--- config.mk ---
export PLATFORM = sky130hd
export DESIGN_NAME = board_ram_arbiter
export DESIGN_NICKNAME = d
export VERILOG_FILES = /design/src/rtl/board_ram_arbiter.sv
export SDC_FILE = /design/constraint.sdc
export NUM_CORES = 1
export LEC_CHECK = 0
export BUFFER_PORTS_ARGS = -buffer_cell sky130_fd_sc_hd__clkbuf_2
export CAP_MARGIN = 30
export CORE_MARGIN = 2
export CORE_UTILIZATION = 48
export CTS_BUF_LIST = sky130_fd_sc_hd__clkbuf_2 sky130_fd_sc_hd__clkbuf_4 sky130_fd_sc_hd__clkbuf_8
export DETAILED_ROUTE_END_ITERATION = 10
export PLACE_DENSITY = 0.87
export REMOVE_ABC_BUFFERS = 1
export SLEW_MARGIN = 15
export SYNTH_ARGS = -nofsm -noshare
export SYNTH_HDL_FRONTEND = slang
export SYNTH_SLANG_ARGS = --single-unit
export TNS_END_PERCENT = 10
--- constraint.sdc ---
create_clock -name clk -period 2.6 [get_ports clk]
set_clock_uncertainty 0.2 [all_clocks]
set_input_delay 0.13 -clock clk [delete_from_list [all_inputs] [get_ports clk]]
set_output_delay 0.13 -clock clk [all_outputs]
set_load 0.03 [all_outputs]
--- src/rtl/board_ram_arbiter.sv ---
// board_ram_arbiter
//   Owns the single-port playfield RAM (COLS x ROWS cells, KIND_W bits per
//   cell) and shares it between the VGA display path and the game logic.
//   Display fetches normally win; a saturating wait counter lets a game
//   request override the display once it has lost MAX_WAIT times.
//
// Handshakes (one rule for the whole block):
//   - game side: game_req is held with stable fields until game_gnt. game_gnt
//     is a one-cycle pulse in the cycle the access issues. For reads,
//     game_rvalid pulses with game_rdata in the following cycle.
//   - display side: a fetch issues whenever disp_valid=1 and the coordinate
//     differs from the last fetched one; disp_kind updates 2 cycles later.
//
// Ports:
//   clk, reset_n                 clock, asynchronous active-low reset
//   disp_valid/disp_x/disp_y     display cell request
//   disp_kind                    kind of the last fetched display cell
//   game_req/we/x/y/wdata        game access request
//   game_gnt                     request accepted this cycle
//   game_rvalid/game_rdata       read return, one cycle after the grant
//   ram_en/we/addr/wdata         RAM command, driven combinationally in IDLE
//   ram_rdata                    RAM read data, one cycle after ram_en
//   dbg_state                    current FSM state (0 IDLE, 1 DISP, 2 GAME)
module board_ram_arbiter #(
    parameter int COLS     = 10,
    parameter int ROWS     = 20,
    parameter int KIND_W   = 4,
    parameter int ADDR_W   = 8,
    parameter int MAX_WAIT = 4
) (
    input  logic              clk,
    input  logic              reset_n,
    input  logic              disp_valid,
    input  logic [3:0]        disp_x,
    input  logic [4:0]        disp_y,
    output logic [KIND_W-1:0] disp_kind,
    input  logic              game_req,
    input  logic              game_we,
    input  logic [3:0]        game_x,
    input  logic [4:0]        game_y,
    input  logic [KIND_W-1:0] game_wdata,
    output logic              game_gnt,
    output logic              game_rvalid,
    output logic [KIND_W-1:0] game_rdata,
    output logic              ram_en,
    output logic              ram_we,
    output logic [ADDR_W-1:0] ram_addr,
    output logic [KIND_W-1:0] ram_wdata,
    input  logic [KIND_W-1:0] ram_rdata,
    output logic [1:0]        dbg_state
);

    localparam int WAIT_W = $clog2(MAX_WAIT + 1);

    typedef enum logic [1:0] {
        S_IDLE = 2'd0,
        S_DISP = 2'd1,
        S_GAME = 2'd2
    } state_t;

    state_t              r_state;
    state_t              w_state_nxt;
    logic                r_tag_vld;
    logic [8:0]          r_tag;
    logic [WAIT_W-1:0]   r_wait;
    logic [KIND_W-1:0]   r_disp_kind;
    logic                r_oor;       // access in flight targets a cell off the board
    logic                r_game_rd;   // access in flight is a game read

    logic                w_disp_in;
    logic                w_game_in;
    logic [ADDR_W-1:0]   w_disp_addr;
    logic [ADDR_W-1:0]   w_game_addr;
    logic                w_pend;
    logic                w_wait_full;
    logic                w_pick_game;
    logic                w_pick_disp;

    logic                w_gnt;
    logic                w_rvalid;
    logic [KIND_W-1:0]   w_rdata;
    logic                w_en;
    logic                w_we;
    logic [ADDR_W-1:0]   w_addr;
    logic [KIND_W-1:0]   w_wdata;

    assign w_disp_in   = (32'(disp_x) < COLS) && (32'(disp_y) < ROWS);
    assign w_game_in   = (32'(game_x) < COLS) && (32'(game_y) < ROWS);
    // Row product first, then the column, all in ADDR_W unsigned arithmetic.
    assign w_disp_addr = ADDR_W'(disp_y) * ADDR_W'(COLS) + ADDR_W'(disp_x);
    assign w_game_addr = ADDR_W'(game_y) * ADDR_W'(COLS) + ADDR_W'(game_x);

    assign w_pend      = disp_valid && (!r_tag_vld || ({disp_y, disp_x} != r_tag));
    assign w_wait_full = (r_wait >= WAIT_W'(MAX_WAIT));
    // A starved game request beats the display; otherwise the game only wins
    // when the display has nothing to fetch.
    assign w_pick_game = (r_state == S_IDLE) && game_req && (w_wait_full || !w_pend);
    assign w_pick_disp = (r_state == S_IDLE) && w_pend && !w_pick_game;

    always_ff @(posedge clk or negedge reset_n) begin
        if (!reset_n) begin
            r_state <= S_IDLE;
        end else begin
            r_state <= w_state_nxt;
        end
    end

    always_comb begin
        w_state_nxt = r_state;
        w_gnt       = 1'b0;
        w_rvalid    = 1'b0;
        w_rdata     = '0;
        w_en        = 1'b0;
        w_we        = 1'b0;
        w_addr      = '0;
        w_wdata     = '0;
        case (r_state)
            S_IDLE: begin
                if (w_pick_game) begin
                    w_state_nxt = S_GAME;
                    w_gnt       = 1'b1;
                    // Off-board game accesses are granted but never reach the RAM.
                    w_en        = w_game_in;
                    w_we        = w_game_in && game_we;
                    w_addr      = w_game_in ? w_game_addr : '0;
                    w_wdata     = (w_game_in && game_we) ? game_wdata : '0;
                end else if (w_pick_disp) begin
                    w_state_nxt = S_DISP;
                    w_en        = w_disp_in;
                    w_addr      = w_disp_in ? w_disp_addr : '0;
                end
            end
            S_DISP: begin
                w_state_nxt = S_IDLE;
            end
            S_GAME: begin
                w_state_nxt = S_IDLE;
                w_rvalid    = r_game_rd;
                w_rdata     = (r_game_rd && !r_oor) ? ram_rdata : '0;
            end
            default: begin
                w_state_nxt = S_IDLE;
            end
        endcase
        // Outputs are held at zero for the whole time reset is asserted,
        // including the combinational RAM command path.
        if (!reset_n) begin
            w_gnt    = 1'b0;
            w_rvalid = 1'b0;
            w_rdata  = '0;
            w_en     = 1'b0;
            w_we     = 1'b0;
            w_addr   = '0;
            w_wdata  = '0;
        end
    end

    always_ff @(posedge clk or negedge reset_n) begin
        if (!reset_n) begin
            r_tag_vld   <= 1'b0;
            r_tag       <= '0;
            r_wait      <= '0;
            r_disp_kind <= '0;
            r_oor       <= 1'b0;
            r_game_rd   <= 1'b0;
        end else begin
            if (w_pick_game) begin
                r_oor     <= !w_game_in;
                r_game_rd <= !game_we;
            end else if (w_pick_disp) begin
                r_oor     <= !w_disp_in;
                r_game_rd <= 1'b0;
            end

            if (!disp_valid) begin
                r_tag_vld <= 1'b0;
            end else if (w_pick_disp) begin
                r_tag_vld <= 1'b1;
                r_tag     <= {disp_y, disp_x};
            end

            // Blanking wins over a fetch that is just completing.
            if (!disp_valid) begin
                r_disp_kind <= '0;
            end else if (r_state == S_DISP) begin
                r_disp_kind <= r_oor ? '0 : ram_rdata;
            end

            if (!game_req || w_pick_game) begin
                r_wait <= '0;
            end else if ((r_state == S_IDLE) && !w_wait_full) begin
                r_wait <= r_wait + WAIT_W'(1);
            end
        end
    end

    assign disp_kind   = r_disp_kind;
    assign game_gnt    = w_gnt;
    assign game_rvalid = w_rvalid;
    assign game_rdata  = w_rdata;
    assign ram_en      = w_en;
    assign ram_we      = w_we;
    assign ram_addr    = w_addr;
    assign ram_wdata   = w_wdata;
    assign dbg_state   = r_state;

endmodule

==> results of run 1 <==
-- worst reg2reg max path, cell delays in order (launching register included) --
cell	delay (ns)
dfrtp_1	0.40
xnor2_1	0.15
nand4_1	0.16
o31ai_4	0.39
a21oi_1	0.07
nand2_1	0.36
mux2_2	0.40
-- cell families after synthesis --
| kind of cell | count (synthesis) | synth area share |
|---|---|---|
| xor gates and xnor gates | 16 | 0.0735 |
| adders and majority gates | 24 | 0.173 |
| AOI/OAI and AO/OA | 43 | 0.167 |
| and+or+nand+nor | 62 | 0.177 |
| buffers and inverters | 17 | 0.0433 |
| DFF | 21 | 0.276 |
| muxes | 16 | 0.0906 |
-- routing by layer --
layer | vias up | global-route usage | routed length, um
met2 | 53 | 0.400 | 2470
met4 | 0 | 0.0459 | 95
met1 | 853 | 0.258 | 1870
met5 | - | 0 | 0
li1 | 881 | - | -
met3 | 11 | 0.0439 | 216
-- worst paths after layout --
kind	from	end	slack (ns)
setup / recovery	disp_y[1]	ram_addr[7]	-0.28
hold / removal	disp_x[2]	r_tag[2]	0.02
setup reg to reg	r_tag[1]	r_tag[7]	0.34
hold reg to reg	r_tag_vld	r_tag_vld	0.32
max in group asynchronous	reset_n	disp_kind[1]	1.75
min in group asynchronous	reset_n	r_wait[0]	0.20
-- through the flow --
| stage | instance area, um^2 | setup slack (ns) | total power (W) |
|---|---|---|---|
| 2_1_floorplan | 1870 | -0.175 | 0.000678 |
| 3_3_place_gp | 2390 | -0.409 | 0.000821 |
| 3_5_place_dp | 2390 | -0.564 | 0.000841 |
| 4_1_cts | 2570 | -0.330 | 0.00109 |
| 5_1_grt | 2670 | -0.349 | 0.00118 |
| 6_report | 2670 | -0.284 | 0.00111 |
-- layout by cell type, fill, tap and decap left out, drive strengths merged, types with 2 or more instances in the layout --
master       instances
a211oi               2
a21boi               3
a21o                 5
a21oi                7
a22o                 7
a32o                 2
and2                 6
and3                 3
buf                 40
clkbuf              46
dfrtp               21
dlygate4sd3          6
fa                   4
ha                  20
inv                 13
mux2                10
mux2i                6
nand2               13
nand2b               2
nand3                3
nand4                2
nor2                 9
nor2b               15
nor3                 2
o21ai               10
o31ai                2
xnor2               13
xor2                 3
-- registers in the layout, indices dropped and copies added, names as in the netlist --
register	cells
dbg_state	2
disp_kind	4
r_game_rd	1
r_oor	1
r_tag	9
r_tag_vld	1
r_wait	3
-- repair_timing --
action                                 in CTS  in global routing
hold buffers                                6                  0
pin swaps                                   5                 12
endpoints found under the hold margin      31                  0
gates resized for setup                    12                 39
setup endpoints to repair                   8                 13
buffers inserted                            1                  2
-- area by class of cell --
class,count,share of cell area
multi-input combinational,161,0.520
timing repair buffer,89,0.226
sequential,21,0.197
tap,48,0.0225
inverter,13,0.0183
clock buffer,3,0.0154
clock inverter,1,0.00187
-- power by group --
group / switching, W / total, W / internal (W)
logic: 0.000235 / 0.000488 / 0.000253
registers: 0.0000349 / 0.000404 / 0.000369
clock network: 0.000112 / 0.000219 / 0.000107
total: 0.000382 / 0.00111 / 0.000729
==> summary.md, run 1 <==
* **total half-perimeter wirelength after legalization and detailed placement** 3.70 mm
* **Fmax** 0.347 GHz
* **share of Yosys cell area claimed by the top area cell type** 0.276
* **Distinct cells, synth** 43
* **weighted congestion at the end of routability-driven global placement** 0.856
* **measured slew at the worst slew-check pin** 0.461 ns
* **netlist area before placement** 1910 um^2
* **CTS root buf** clkbuf_8
* **total of max-cap violations** 0
* **total DRC errors in the routed layout** 0
* **data required time at the worst endpoint** 2.27 ns
* **tightest slew margin relative to the limit** 0.692
* **antenna violations before repair** 0
* **setup TNS** -0.284 ns
* **insertion delay to the later sink of the worst-skew pair** 0.27 ns
* **Vias** 1798
* **Fill cells** 263
* **setup repair after global routing missed its margin** yes
* **family with the most delay on the worst path** adder cells
* **dominant synthesized flop cell** dfrtp_1
* **Seq. cell area** 526 um^2
* **final count of pins violating max slew** 0
* **run status** finished with violations
* **Register-to-Register Path Depth** 6
* **static power due to leakage** 1.33 nW
* **violated checks** setup timing
* **CTS clk-pin slew, worst paths** 0.08 ns
* **Critical Path End Type** output port
* **Detailed Route WL** 4.66 mm
* **maximum clock insertion buffer count** 2
* **full die area** 4490 um^2
* **post-route fraction of the period consumed by the critical path** 1.11
* **startpoint-to-endpoint class of the critical path** in -> out
* **clock tree from TritonCTS** done
* **Pwr Density** 416 nW/um^2
* **dpl cells** 323
* **FFs w/ async S/R, synth** 1.00
* **GRT Overall Usage** 0.217
* **count of flip-flops with a built-in enable after synthesis** 0
* **most numerous cell types in the synthesized netlist** 21 x dfrtp_1, 20 x ha_1, 15 x nor2b_1
* **routed length per placed instance** 13.9 um
* **wire length of the first global-routing pass** 7.39 mm
* **cells traversed along the worst timing path** buf_8, ha_4, ha_4, inv_2, fa_1, nand2b_4, or4_4, a21oi_2, a211oi_2, mux2i_1, a32o_2, buf_8
* **sum of overflow across all layers after global routing** 0
* **top cells by area in the synthesized netlist** dfrtp_1 28%, ha_1 13%, xnor2_1 6.0%
* **initial cell density of the core** 0.509
* **synthesis warning total** 0
* **# IOs** 57
* **crit path setup slack, layout** -0.284 ns
* **clock sink count** 21
* **CP Launch Type** input pin
* **number of buffers inserted by port buffering** 56
* **crit path max fanout** 4
* **worst vdd ir** 307 uV
* **Area growth, synth to finish** 40.2%
* **smallest hold slack** 0.0237 ns
* **detailed-route vias per instance** 5.35
* **Die Y-Extent** 67.0 um
* **setup violators final** 1
* **Data arrival, critical path** 2.55 ns
* **Initial DRT Pass Iterations** 5
* **total inserted antenna cells** 0
* **most instantiated library cell after synthesis** dfrtp_1
* **Critical Path Max Stage Delay** 0.51 ns
* **final core utilization** 0.714
* **Post-Synthesis Cells** 199
* **mean area per synthesized cell** 9.58 um^2
* **minimum clock period** 2.88 ns
* **area of the multi-input gates** 1390 um^2
* **vias in the first global route** 1625
* **H-tree lvl count** 1
* **antenna-violating nets left** 0
* **number of buffers created by CTS** 3
* **instance count along the most critical hold path** 2
* **number of hold-slack violations in the final timing report** 0
* **violation count after the first detailed-routing iteration** 86
* **CP Depth** 12
* **Die Wd** 67.0 um
* **slowest CP cell** or4_4
* **Final #Nets** 344
* **cell taking the most area after synthesis** dfrtp_1
* **pin count of the biggest net entering global routing** 26
* **fraction of layout cells with a size suffix above 1** 0.396
* **Cell Count, Final, Fillers Out** 336
* **Buf/Inv on CP** 3
* **synthesis-stage register bit count** 21
* **Core Area** 3740 um^2
* **sequential element share of the synthesized area** 0.276
* **Hold/Removal Path Class** in -> reg
* **number of placement rows** 22
Note: power is estimated with default switching activity, not from simulation.
==> run 2, diff against run 1 <==
Settings changed: CORE_MARGIN 2 to 10, CORE_UTILIZATION 48 to 54, PLACE_DENSITY 0.87 to 0.92.
Clock period 2.6 ns to 3.3 ns, I/O delays scaled along.
==> summary.md, run 2 (same netlist as run 1, synthesis figures left out) <==
* **Initial DRT Pass Iterations** 4, -1
* **CTS root buf** clkbuf_4
* **number of buffers created by CTS** 3, unchanged
* **CTS clk-pin slew, worst paths** 0.13 ns, +0.05 ns
* **total DRC errors in the routed layout** 0, unchanged
* **clock tree from TritonCTS** done
* **Worst Setup SP** disp_y[3]
* **final count of pins violating max slew** 0, unchanged
* **Critical Path End Type** output port
* **H-tree lvl count** 1, unchanged
* **most common cell after layout, fill and taps aside** clkbuf_2
* **fraction of layout cells with a size suffix above 1** 0.294, -0.102
* **run status** complete, no violations
* **register name with the most flops** r_tag
* **Die Wd** 79.4 um, +18%
* **antenna violations before repair** 0, unchanged
* **# IOs** 57, unchanged
* **initial cell density of the core** 0.567, +0.0576
* **final core utilization** 0.717, +0.00336
* **sum of overflow across all layers after global routing** 0, unchanged
* **total half-perimeter wirelength after legalization and detailed placement** 3.96 mm, +7.0%
* **static power due to leakage** 1.20 nW, -9.8%
* **post-route fraction of the period consumed by the critical path** 0.957
* **antenna-violating nets left** 0, unchanged
* **startpoint-to-endpoint class of the critical path** in -> out
* **Die Y-Extent** 79.4 um, +18%
* **routed length per placed instance** 15.5 um, +12%
* **most frequent cells in the layout** 55 x clkbuf_2, 21 x dfrtp_1, 19 x ha_1
* **Reg2Reg Launch Point** r_tag[3]
* **vias in the first global route** 1790, +10%
* **full die area** 6310 um^2, +40%
* **number of placement rows** 21, -4.5%
* **weighted congestion at the end of routability-driven global placement** 0.832, -2.8%
* **measured slew at the worst slew-check pin** 0.461 ns, -0.000878 ns
* **maximum clock insertion buffer count** 2, unchanged
* **tightest slew margin relative to the limit** 0.692, about the same
* **GRT Overall Usage** 0.155, -0.0622
* **number of hold-slack violations in the final timing report** 0, unchanged
* **startpoint of the lowest-slack hold path** ram_rdata[1]
* **Final #Nets** 325, -5.5%
* **detailed-route vias per instance** 5.41, +1.1%
* **violation count after the first detailed-routing iteration** 154, +79%
* **Fmax** 0.317 GHz
* **Fill cells** 269, +2.3%
* **insertion delay to the later sink of the worst-skew pair** 0.32 ns, +0.05 ns
* **wire length of the first global-routing pass** 8.20 mm, +11%
* **setup TNS** 0 ns, +0.284 ns
* **Pwr Density** 321 nW/um^2, -23%
* **Hold/Removal Path Class** in -> reg
* **minimum clock period** 3.16 ns
* **worst vdd ir** 308 uV, +0.33%
* **Vias** 1704, -5.2%
* **total of max-cap violations** 0, unchanged
* **Core Area** 3360 um^2, -10%
* **CP Launch Type** input pin
* **Area growth, synth to finish** 26.5%
* **number of buffers inserted by port buffering** 56, unchanged
* **crit path max fanout** 6, +2
* **Detailed Route WL** 4.89 mm, +4.9%
* **Data arrival, critical path** 2.79 ns, +0.24 ns
* **max FFs per register** 9, unchanged
* **setup repair after global routing missed its margin** no
* **total inserted antenna cells** 0, unchanged
* **setup violators final** 0, -1
* **clock sink count** 21, unchanged
* **data required time at the worst endpoint** 2.93 ns, +0.66 ns
* **pin count of the biggest net entering global routing** 26, unchanged
-- run 2: final cells by class --
| class | count | area, um^2 | share of cell area |
|---|---|---|---|
| clock inverter | 1 | 5.00 | 0.00207 |
| tap | 46 | 57.6 | 0.0239 |
| inverter | 13 | 48.8 | 0.0202 |
| multi-input combinational | 161 | 1340 | 0.553 |
| clock buffer | 3 | 22.5 | 0.00934 |
| timing repair buffer | 70 | 418 | 0.173 |
| sequential | 21 | 526 | 0.218 |
-- run 2: final timing paths --
path / end / slack, ns / depth (start not counted)
worst max-delay path: ram_addr[7] / 0.14 / 12
worst min-delay path: disp_kind[1] / 0.06 / 4
worst min register to register: r_tag_vld / 0.31 / 2
max in group asynchronous: disp_kind[2] / 2.48 / 3
min in group asynchronous: r_tag[2] / 0.18 / 3
worst max register to register: r_tag[2] / 0.99 / 6
-- run 2: what timing repair did --
item | in CTS | in global routing
hold buffers | 12 | 0
gates resized for setup | 0 | 8
endpoints found under the hold margin | 38 | 0
setup endpoints to repair | 0 | 1
setup buffers | 0 | 0
-- run 2: per-stage QoR --
step                      hold WS (ns)  worst slack (ns)  std cells  total power, W  cell area, um^2
after global routing            0.0909            0.0234        315        0.000829             2410
final                           0.0628             0.142        315        0.000774             2410
after CTS                       0.0411            0.0738        315        0.000765             2370
after global placement         -0.0129             0.185        299        0.000614             2230
after detailed placement      -0.00583            0.0786        299        0.000628             2230
after floorplan                 -0.331             0.455        195        0.000534             1870
-- run 2: worst max-delay path: stages --
cell and delay, ns:
clkbuf_2 0.15, ha_4 0.29, ha_1 0.17, inv_1 0.06, fa_1 0.46, nand2b_4 0.18
or4_1 0.49, a21oi_2 0.15, a211oi_2 0.07, mux2i_1 0.14, a32o_1 0.29, clkbuf_4 0.18
-- run 2: power by group --
group	switching, W	internal (W)
Combinational	0.000173	0.000157
Sequential	0.0000255	0.000290
Clock	0.0000830	0.0000454
-- run 2: layer usage --
| layer | wire length, um | GRT usage | vias to the layer above | part of all wire |
|---|---|---|---|---|
| met5 | 0 | 0 | - | 0 |
| li1 | - | - | 844 | - |
| met3 | 346 | 0.0473 | 8 | 0.071 |
| met4 | 83 | 0.0412 | 0 | 0.017 |
| met1 | 1990 | 0.173 | 790 | 0.41 |
| met2 | 2460 | 0.278 | 62 | 0.50 |
==> run 3, diff against run 2 <==
Clock period 3.3 ns to 3.1 ns, I/O delays scaled along.
==> summary.md, run 3 (same netlist as run 1, synthesis figures left out) <==
* **dpl cells** 302, +1.0%
* **data required time at the worst endpoint** 2.74 ns, -0.19 ns
* **Die Y-Extent** 79.4 um, unchanged
* **Cell Count, Final, Fillers Out** 316, +0.32%
* **violation count after the first detailed-routing iteration** 133, -14%
* **Worst Setup Slack post-DPL** -0.0257 ns, -0.104 ns
* **weighted congestion at the end of routability-driven global placement** 0.858, +3.1%
* **number of buffers created by CTS** 3, unchanged
* **# IOs** 57, unchanged
* **clock sink count** 21, unchanged
* **full die area** 6310 um^2, unchanged
* **antenna violations before repair** 0, unchanged
* **run status** complete, no violations
* **vias in the first global route** 1763, -1.5%
* **total inserted antenna cells** 0, unchanged
* **most frequent cells in the layout** 55 x clkbuf_2, 21 x dfrtp_1, 19 x ha_1
* **wire length of the first global-routing pass** 8.11 mm, -1.1%
* **Reg2Reg Launch Point** r_tag[7]
* **final count of pins violating max slew** 0, unchanged
* **startpoint of the lowest-slack hold path** disp_y[3]
* **tightest slew margin relative to the limit** 0.672, -0.0198
* **Fmax** 0.324 GHz
* **Register-to-Register Path Depth** 6, unchanged
* **Die Wd** 79.4 um, unchanged
* **Hold/Removal Path Class** in -> reg
* **Fill cells** 277, +3.0%
* **max FFs per register** 9, unchanged
* **destination of the worst register-to-register timing path** r_tag[4]
* **GRT Overall Usage** 0.155, about the same
* **startpoint-to-endpoint class of the critical path** in -> out
* **r2r setup slk** 0.82 ns, -0.17 ns
* **initial cell density of the core** 0.567, unchanged
* **smallest hold slack** 0.0347 ns, -0.0281 ns
* **Final #Nets** 326, +0.31%
* **number of hold-slack violations in the final timing report** 0, unchanged
* **crit path setup slack, layout** 0.0104 ns, -0.132 ns
* **Core Area** 3360 um^2, unchanged
* **clock tree from TritonCTS** done
* **fraction of layout cells with a size suffix above 1** 0.315, +0.0211
* **Detailed Route WL** 5.01 mm, +2.6%
* **routed length per placed instance** 15.9 um, +2.2%
* **post-route fraction of the period consumed by the critical path** 0.997
* **overall power** 0.000831 W, +7.4%
* **instance count along the most critical hold path** 3, -1
* **terminating pin of the worst hold path** r_tag[7]
* **setup violators final** 0, unchanged
* **maximum clock insertion buffer count** 2, unchanged
* **H-tree lvl count** 1, unchanged
* **CTS root buf** clkbuf_4
* **CTS clk-pin slew, worst paths** 0.11 ns, -0.02 ns
* **Data arrival, critical path** 2.73 ns, -0.06 ns
* **insertion delay to the later sink of the worst-skew pair** 0.30 ns, -0.02 ns
* **sum of overflow across all layers after global routing** 0, unchanged
* **static power due to leakage** 1.21 nW, +0.54%
* **total of max-cap violations** 0, unchanged
* **number of buffers inserted by port buffering** 56, unchanged
* **worst vdd ir** 345 uV, +12%
* **Pwr Density** 346 nW/um^2, +7.9%
* **total half-perimeter wirelength after legalization and detailed placement** 3.88 mm, -2.0%
* **Vias** 1720, +0.94%
* **detailed-route vias per instance** 5.44, +0.62%
* **minimum clock period** 3.09 ns
* **register name with the most flops** r_tag
* **Area growth, synth to finish** 25.9%
* **antenna-violating nets left** 0, unchanged
* **number of placement rows** 21, unchanged
* **pin count of the biggest net entering global routing** 26, unchanged
* **most common cell after layout, fill and taps aside** clkbuf_2
* **Initial DRT Pass Iterations** 5, +1
* **total DRC errors in the routed layout** 0, unchanged
* **Critical Path End Type** output port
* **crit path max fanout** 6, unchanged
* **measured slew at the worst slew-check pin** 0.490 ns, +0.0298 ns
* **CP Launch Type** input pin
* **setup TNS** 0 ns, unchanged
run 3: cell types whose count changed in the layout (fill, tap and decap cells not counted), sizes merged:
cell | previous run | this run
buf | 2 | 7
dlygate4sd3 | 12 | 9
clkinv | 1 | 0
run 3: what timing repair did:
item	in CTS	in global routing
hold buffers	9	0
endpoints found under the setup margin	1	1
gates resized for setup	1	8
buffers inserted	0	1
hold endpoints to repair	35	0
pin swaps	0	3
run 3: how the worst max path moves through the flow:
stage | endpoint | from | depth (start not counted)
floorplan | ram_addr[7] | disp_y[1] | 10
global placement | ram_addr[7] | disp_y[1] | 12
detailed placement | ram_addr[7] | disp_y[1] | 12
CTS | ram_addr[7] | disp_y[1] | 12
global route | ram_addr[7] | disp_y[1] | 12
finish | ram_addr[7] | disp_y[2] | 12
run 3: critical path, stage by stage:
cell      delay, ns
clkbuf_2       0.17
ha_1           0.19
ha_2           0.20
inv_2          0.04
fa_1           0.48
nand2b_4       0.18
or4_4          0.49
a21oi_2        0.18
a211oi_2       0.07
mux2i_1        0.15
a32o_1         0.28
buf_4          0.17
run 3: final cells by class:
type	count	area, um^2	area share
multi-input cells	161	1320	0.550
clock buffers	4	30.0	0.0125
well taps	46	57.6	0.0240
repair buffers	71	418	0.174
flip-flops and latches	21	526	0.219
inverters	13	48.8	0.0203
run 3: per-layer routing:
metal	vias up	track usage	wire [um]
met3	6	0.0495	345
met2	51	0.278	2530
met1	815	0.177	2100
li1	848	-	-
met5	-	0	0
met4	0	0.0251	38
run 3: power breakdown:
group | switching [W] | leakage [nW] | internal (W) | total, W
registers | 0.0000277 | 0.264 | 0.000309 | 0.000337
logic | 0.000184 | 0.928 | 0.000168 | 0.000352
clock network | 0.0000836 | 0.0184 | 0.0000589 | 0.000142
total | 0.000295 | 1.21 | 0.000536 | 0.000831
run 3: through the flow:
step | util | area, um^2
floorplan | - | 1870
global placement | 0.669 | 2250
detailed placement | 0.669 | 2250
CTS | 0.706 | 2380
global route | 0.714 | 2400
finish | 0.714 | 2400
